**src/rtl/mult_control_unit_if.sv**
```systemverilog
// Handshake and product-register bundle for the shift-add multiplier
// sequencer. The slave side is the sequencer itself.
interface mult_control_unit_if #(
  parameter int WIDTH = 64
);
  logic               in_valid;
  logic               in_ready;
  logic [WIDTH-1:0]   in_multiplicand;
  logic [WIDTH-1:0]   in_multiplier;
  logic [2*WIDTH:0]   prod_in;
  logic [WIDTH:0]     prod_data;
  logic [WIDTH-1:0]   prod_initial_data;
  logic               prod_initial_wr;
  logic               prod_wr;
  logic               prod_sh_right;
  logic               out_valid;
  logic               out_ready;
  logic [2*WIDTH-1:0] out_product;
  logic               busy;

  modport slave (
    input  in_valid,
    input  in_multiplicand,
    input  in_multiplier,
    input  prod_in,
    input  out_ready,
    output in_ready,
    output prod_data,
    output prod_initial_data,
    output prod_initial_wr,
    output prod_wr,
    output prod_sh_right,
    output out_valid,
    output out_product,
    output busy
  );

  modport master (
    output in_valid,
    output in_multiplicand,
    output in_multiplier,
    output prod_in,
    output out_ready,
    input  in_ready,
    input  prod_data,
    input  prod_initial_data,
    input  prod_initial_wr,
    input  prod_wr,
    input  prod_sh_right,
    input  out_valid,
    input  out_product,
    input  busy
  );
endinterface

```
**src/rtl/mult_control_unit.sv**
```systemverilog
// Sequencer and adder for the shift-add unsigned multiplier: accepts an
// operand pair, steps product_register WIDTH times, presents the product.
module mult_control_unit #(
  parameter int WIDTH = 64
) (
  input  logic               clk,
  input  logic               reset,
  mult_control_unit_if.slave bus
);
  localparam int CNT_W = $clog2(WIDTH);
  localparam logic [CNT_W-1:0] LAST = CNT_W'(WIDTH - 1);

  typedef enum logic [1:0] {
    IDLE,
    ITER,
    DONE
  } state_e;

  state_e           state_q, state_d;
  logic [CNT_W-1:0] count_q, count_d;
  logic [WIDTH-1:0] mcand_q, mcand_d;

  logic in_ready;
  logic out_valid;
  logic busy;
  logic init_wr;
  logic add_wr;
  logic sh_right;

  always_ff @(posedge clk) begin
    if (reset) begin
      state_q <= IDLE;
      count_q <= '0;
      mcand_q <= '0;
    end else begin
      state_q <= state_d;
      count_q <= count_d;
      mcand_q <= mcand_d;
    end
  end

  always_comb begin
    state_d   = state_q;
    count_d   = count_q;
    mcand_d   = mcand_q;
    in_ready  = 1'b0;
    out_valid = 1'b0;
    busy      = 1'b0;
    init_wr   = 1'b0;
    add_wr    = 1'b0;
    sh_right  = 1'b0;
    unique case (state_q)
      IDLE: begin
        in_ready = 1'b1;
        if (bus.in_valid) begin
          mcand_d = bus.in_multiplicand;
          count_d = '0;
          init_wr = 1'b1;
          state_d = ITER;
        end
      end
      ITER: begin
        busy = 1'b1;
        // LSB of the product register is the current multiplier bit
        if (bus.prod_in[0]) begin
          add_wr = 1'b1;
        end else begin
          sh_right = 1'b1;
        end
        count_d = count_q + 1'b1;
        if (count_q == LAST) begin
          state_d = DONE;
        end
      end
      DONE: begin
        busy      = 1'b1;
        out_valid = 1'b1;
        if (bus.out_ready) begin
          state_d = IDLE;
        end
      end
      default: begin
        state_d = IDLE;
      end
    endcase
    // An aborted operation must not touch the product register
    if (reset) begin
      init_wr   = 1'b0;
      add_wr    = 1'b0;
      sh_right  = 1'b0;
      out_valid = 1'b0;
      busy      = 1'b0;
    end
  end

  assign bus.in_ready          = in_ready;
  assign bus.out_valid         = out_valid;
  assign bus.busy              = busy;
  assign bus.prod_initial_wr   = init_wr;
  assign bus.prod_wr           = add_wr;
  assign bus.prod_sh_right     = sh_right;
  assign bus.prod_initial_data = bus.in_multiplier;
  assign bus.out_product       = bus.prod_in[2*WIDTH-1:0];

  // Carry lands in bit WIDTH; the register shifts it back in
  assign bus.prod_data = {1'b0, bus.prod_in[2*WIDTH-1:WIDTH]}
                       + {1'b0, mcand_q};
endmodule

```
**src/flat_wrapper.sv**
```systemverilog
// flat-port wrapper written by rule: the top's interface ports become plain ports
module mult_control_unit_flat 
#(
  parameter int WIDTH = 64
)
  (clk, reset, bus_in_valid, bus_in_multiplicand, bus_in_multiplier, bus_prod_in, bus_out_ready, bus_in_ready, bus_prod_data, bus_prod_initial_data, bus_prod_initial_wr, bus_prod_wr, bus_prod_sh_right, bus_out_valid, bus_out_product, bus_busy);
  mult_control_unit_if #(.WIDTH(WIDTH)) bus_i ();
  input  logic clk;
  input  logic reset;
  input wire logic [$bits(bus_i.in_valid)-1:0] bus_in_valid;
  input wire logic [$bits(bus_i.in_multiplicand)-1:0] bus_in_multiplicand;
  input wire logic [$bits(bus_i.in_multiplier)-1:0] bus_in_multiplier;
  input wire logic [$bits(bus_i.prod_in)-1:0] bus_prod_in;
  input wire logic [$bits(bus_i.out_ready)-1:0] bus_out_ready;
  output wire logic [$bits(bus_i.in_ready)-1:0] bus_in_ready;
  output wire logic [$bits(bus_i.prod_data)-1:0] bus_prod_data;
  output wire logic [$bits(bus_i.prod_initial_data)-1:0] bus_prod_initial_data;
  output wire logic [$bits(bus_i.prod_initial_wr)-1:0] bus_prod_initial_wr;
  output wire logic [$bits(bus_i.prod_wr)-1:0] bus_prod_wr;
  output wire logic [$bits(bus_i.prod_sh_right)-1:0] bus_prod_sh_right;
  output wire logic [$bits(bus_i.out_valid)-1:0] bus_out_valid;
  output wire logic [$bits(bus_i.out_product)-1:0] bus_out_product;
  output wire logic [$bits(bus_i.busy)-1:0] bus_busy;
  assign bus_i.in_valid = bus_in_valid;
  assign bus_i.in_multiplicand = bus_in_multiplicand;
  assign bus_i.in_multiplier = bus_in_multiplier;
  assign bus_i.prod_in = bus_prod_in;
  assign bus_i.out_ready = bus_out_ready;
  assign bus_in_ready = bus_i.in_ready;
  assign bus_prod_data = bus_i.prod_data;
  assign bus_prod_initial_data = bus_i.prod_initial_data;
  assign bus_prod_initial_wr = bus_i.prod_initial_wr;
  assign bus_prod_wr = bus_i.prod_wr;
  assign bus_prod_sh_right = bus_i.prod_sh_right;
  assign bus_out_valid = bus_i.out_valid;
  assign bus_out_product = bus_i.out_product;
  assign bus_busy = bus_i.busy;
  mult_control_unit #(.WIDTH(WIDTH)) u_core (.clk(clk), .reset(reset), .bus(bus_i));
endmodule
```
**config.mk**
```make
export PLATFORM = sky130hd
export DESIGN_NAME = mult_control_unit_flat
export DESIGN_NICKNAME = d
export VERILOG_FILES = /design/src/rtl/mult_control_unit_if.sv /design/src/rtl/mult_control_unit.sv /design/src/flat_wrapper.sv
export SDC_FILE = /design/constraint.sdc
export NUM_CORES = 1
export LEC_CHECK = 0
export CAP_MARGIN = 20
export CELL_PAD_IN_SITES_DETAIL_PLACEMENT = 0
export CELL_PAD_IN_SITES_GLOBAL_PLACEMENT = 1
export CORE_AREA = 2 2 206 208
export CTS_CLUSTER_SIZE = 40
export DETAILED_ROUTE_END_ITERATION = 7
export DIE_AREA = 0 0 208 210
export PLACE_DENSITY_LB_ADDON = 0.3
export SLEW_MARGIN = 20
export SYNTH_ARGS = -nofsm -noshare
export SYNTH_HDL_FRONTEND = slang
export SYNTH_SLANG_ARGS = --single-unit
```
**constraint.sdc**
```tcl
create_clock -name clk -period 4 [get_ports clk]
set_input_delay 0.8 -clock clk [delete_from_list [all_inputs] [get_ports clk]]
set_output_delay 0.8 -clock clk [all_outputs]
set_load 0.05 [all_outputs]
```
### Word-level counts from Yosys, hierarchy flattened

Index checks and enable logic that the tools add are counted.

| word-level totals | value |
|---|---|
| bits in registers | 72 |
| bits of input ports | 261 |
| output and inout port bits | 263 |
| word-level logic and storage cells | 37 |

| operators by class | value |
|---|---|
| add/sub/neg operators | 2 |
| equality and inequality tests | 6 |
| multiplexer cells | 20 |
| reductions and logical operators | 6 |

Operator list:

| kind | count |
|---|---|
| 64-bit by 64-bit adder with 65-bit output | 1 |
| 1-bit two-way mux | 14 |
| 6-bit one-hot mux with 2 select lines | 1 |
| 6-bit by 1-bit adder with 6-bit output (second input constant) | 1 |
| 6-bit equality test (second input constant) | 1 |
| 2-bit two-way mux | 3 |
| 6-bit two-way mux | 1 |
| 2-bit one-hot mux with 3 select lines | 1 |
| 2-bit != test (second input constant) | 2 |
| 2-bit AND reduction | 2 |
| 3-bit AND reduction | 1 |
| 2-bit by 1-bit equality test with 1-bit output (second input constant) | 1 |
| 2-bit equality test (second input constant) | 1 |
| 2-bit logical NOT | 1 |
| 2-bit by 1-bit != test with 1-bit output (second input constant) | 1 |
| 2-bit nonzero test | 1 |
| 2-bit OR reduction | 1 |

### Logic depth before layout (Yosys ltp)

| logic depth | value |
|---|---|
| word-level depth | 4 |
| mapped depth | 11 |
| depth with buffers taken out | 11 |

### Worst setup path before layout

OpenSTA, ideal clock, no wires.

| timing | value |
|---|---|
| path type | input to output |
| start point | input port bus_prod_in[64] |
| end point | output port bus_prod_data[36] |
| arrival time | 3.638 ns |
| data required time | 3.200 ns |
| slack | -0.438 ns |
| stages | 11 |
| buffers on the path | 0 |
| cells stage by stage | ha_1 fa_1 a21oi_1 o211ai_1 nand2_1 o21ai_1 a31o_1 a311o_1 a21oi_2 o221ai_1 xnor2_1 |

| on the way | value |
|---|---|
| longest elaborated chain between the ends | 1 |

Ends and longest elaborated chain:

| item | RTL line | RTL |
|---|---|---|
| from (decl) | flat_wrapper.sv:13 | `input wire logic [$bits(bus_i.prod_in)-1:0] bus_prod_in;` |
| 64-bit by 64-bit adder with 65-bit output | mult_control_unit.sv:107 | `+ {1'b0, mcand_q};` |
| to (decl) | flat_wrapper.sv:16 | `output wire logic [$bits(bus_i.prod_data)-1:0] bus_prod_data;` |

No other way between the ends.

### Worst setup path in the final report

| timing | value |
|---|---|
| start point | input port bus_prod_in[65] |
| end point | output port bus_prod_data[64] |

The elaborated chain is that of the path after synthesis.

==> run_results.csv <==
group,metric,value,unit
placed_design,gp_congestion,0.809,
timing,max_slew.worst_pin.slew,543,ps
worst_setup_path,crit_type,"in -> out",
synth,async_flop_share,0,%
synth,synth-edff-count,0,
worst_setup_path,worstPathArrival,3440,ps
power_and_ir_drop,irDropWorstVdd,0.235,mV
timing,skew,9.44,ps
global_routing,antenna_found_initial,0,
floorplanning,row_count,75,
floorplanning,die_h,210,um
timing,hold_viol,0,
worst_setup_path,cpMaxStageDelayCell,"fa_2",
timing,rsz0062_at_grt,"yes",
outcome,violations,"setup timing",
route,vias,7884,
cells_and_area,final_common_cell,"buf_4",
worst_setup_path,crit_path_start_kind,"input pin",
synth,ys_warn_count,0,
cells_and_area,final_util,34.4,%
global_routing,grt_max_degree,65,
timing,max_slew_margin,63.8,%
route,first_iter_violations,222,
floorplanning,initial_core_util,18.4,%
placed_design,io_buffers,268,
global_routing,grt_pass1_wl,48.3,mm
worst_setup_path,required,3200,ps
synth,syn_inst,954,
global_routing,overflow,0,
route,avgRoutedWirePerCell,17.3,um
floorplanning,core,41500,um^2
timing,layout_setup_ws,-240,ps
route,drt-met1-wl,13.4,mm
synth,synth.net_count,1284,
worst_setup_path,cpPeakStageDelay,410,ps
worst_setup_path,crit_chain,"buf_8 -> buf_6 -> fa_2 -> a21oi_4 -> o211ai_1 -> nand2_1 -> o21ai_4 -> a31o_4 -> buf_12 -> a21o_4 -> a41oi_4 -> nand2b_1 -> a211o_1 -> buf_12",
timing,finalSetupViolCount,20,
timing,period_minus_slack,4240,ps
placed_design,placed_cells,1749,
global_routing,grt_pass1_vias,8410,
synth,avgSynthCellArea,7.98,um^2
placed_design,dpl-instance-area,11900,um^2
floorplanning,io_pins,524,
outcome,outcome,"complete, but fails checks",
worst_setup_path,path_max_fanout,3,
floorplanning,dieArea,43700,um^2
synth,yosysUniqueCellTypes,64,
route,drtAntennaViolNets,0,
synth,synth_seq_cells,72,
clock_tree,cts_tree,"yes",
route,postRouteWirelength,31.6,mm
worst_setup_path,crit_path_frequent_cell,"buf_12",
cells_and_area,final_cell_count_no_fill,1821,
synth,ys_seq_area_share,18.9,%
worst_setup_path,cp_num_buf_inv,4,
synth,synth_flop_cell,"dfxtp_1",
run,drv_cap,0,
clock_tree,cts_buffer_depth,2,
worst_setup_path,setup.worst_path.end_class,"output pin",
clock_tree,cts_buffers,9,
timing,finalCritPeriodShare,106,%
power_and_ir_drop,p_leak,5.96,nW
cells_and_area,num_antenna_cells,0,
timing,fin_tns_setup,-2210,ps
cells_and_area,drive_gt1_share,48.0,%
timing,fmax,0.236,GHz
route,via_per_inst,4.33,
cells_and_area,fill_cells,4285,
clock_tree,cts_root_buffer,"clkbuf_16",
cells_and_area,final_cell_mix,"buf_4, clkdlybuf4s50_1, dfxtp_1",
synth,synth_area,7620,um^2
worst_setup_path,cpLargestDelayFamily,"compound AO/OA/AOI/OAI gates",
route,wl_met2,15.8,mm
placed_design,place_ws,-1040,ps
route,top_layer,"met4",
timing,final-max-slew-violation-count,0,
route,wl_met3,1.73,mm
floorplanning,die_w,208,um
global_routing,grt_use_total,14.3,%
clock_tree,h-tree-depth,3,
power_and_ir_drop,pwr_density_cell,386,nW/um^2
route,drc,0,
worst_hold_path,min_path_type,"reg -> reg",
cells_and_area,final_nets,1607,
cells_and_area,fin_area,14300,um^2
placed_design,hpwlAfterDp,25.0,mm
clock_tree,insertion_delay,370,ps
cells_and_area,syn_to_final_growth,87.4,%
clock_tree,cts_sinks,72,
route,drt_first_pass_iters,4,
clock_tree,clkSlewWorstSetupHoldPaths,70,ps
-- registers in the layout, indices dropped and copies added, names as in the netlist --
register,count
u_core.mcand_q,64
u_core.count_q,6
u_core.state_q,2
-- layer usage --
metal | track usage [%] | vias to the layer above
met4 | 4.99 | 0
met5 | 0 | -
li1 | - | 3898
met2 | 25.1 | 263
met1 | 16.8 | 3673
met3 | 3.75 | 50
-- area by class of cell --
cell class,count,area (um^2),area share [%]
clock buffers,9,225,1.58
well taps,539,674,4.72
flip-flops and latches,72,1440,10.1
inverters,14,52.6,0.368
repair buffers,549,5440,38.1
multi-input cells,631,6350,44.5
clock inverters,7,96.3,0.675
-- cells by family after synthesis --
kind of cell             Yosys count  share of synthesized area (%)
XOR/XNOR                          63                           7.24
AND/OR/NAND/NOR                  204                           13.2
flip-flops                        72                           18.9
AO/OA/AOI/OAI                    295                           27.1
buffers and inverters            251                           22.1
adder cells (fa/ha/maj)           69                           11.4
-- worst register-to-register path, stage by stage (launching register included) --
cell and delay, ps:
dfxtp_1 370, inv_1 80, ha_1 300, nand2b_1 260, o21ai_0 220, nor2_1 220
nand3_1 110, xor2_1 130, nor2_1 50
-- through the flow --
step                total power, mW  hold WS (ps)
floorplan                      2.86           446
global placement               4.14           459
detailed placement             4.13           462
CTS                            5.48           483
global route                   5.81           511
finish                         5.52           482
-- what timing repair did --
action,4_1_cts,5_1_grt
buffers inserted,52,13
pin swaps,149,51
hold buffers,0,0
setup endpoints to repair,52,37
resized for setup,408,92
-- worst paths after layout --
path                                         start            endpoint  slack [ps]  cells past startpoint
worst min-delay path            u_core.mcand_q[58]  u_core.mcand_q[58]         480                      1
worst max register to register   u_core.state_q[0]   u_core.count_q[5]        2160                      8
worst min register to register  u_core.mcand_q[58]  u_core.mcand_q[58]         480                      1
worst max-delay path               bus_prod_in[65]   bus_prod_data[64]        -240                     14
-- cells in the mapped netlist, types with 6 or more instances --
cell type | count | area share (%)
buf_2 | 10 | 0.66
o21bai_1 | 19 | 1.9
nand3_1 | 21 | 1.4
a21oi_1 | 75 | 4.9
nand2b_1 | 10 | 0.82
o21a_1 | 7 | 0.69
a211oi_1 | 8 | 0.79
a31oi_1 | 12 | 0.99
and3_1 | 6 | 0.49
ha_1 | 68 | 11
nor2b_1 | 10 | 0.82
a22o_1 | 65 | 7.5
dfxtp_1 | 72 | 19
nand2_1 | 59 | 2.9
nand4_1 | 19 | 1.6
nor3_1 | 14 | 0.92
o21ai_0 | 39 | 2.6
a21o_1 | 23 | 2.3
nor2_1 | 44 | 2.2
o31ai_1 | 6 | 0.59
buf_4 | 192 | 19
inv_1 | 14 | 0.69
clkbuf_1 | 33 | 1.6
xor2_1 | 32 | 3.7
xnor2_1 | 31 | 3.6
-- power by group --
| group | internal (mW) | switching [mW] | leakage [nW] |
|---|---|---|---|
| registers | 0.788 | 0.0703 | 0.591 |
| clock network | 0.547 | 0.382 | 0.159 |
| logic | 1.81 | 1.92 | 5.21 |
| total | 3.15 | 2.37 | 5.96 |
Power figures use the tool's default switching activity.
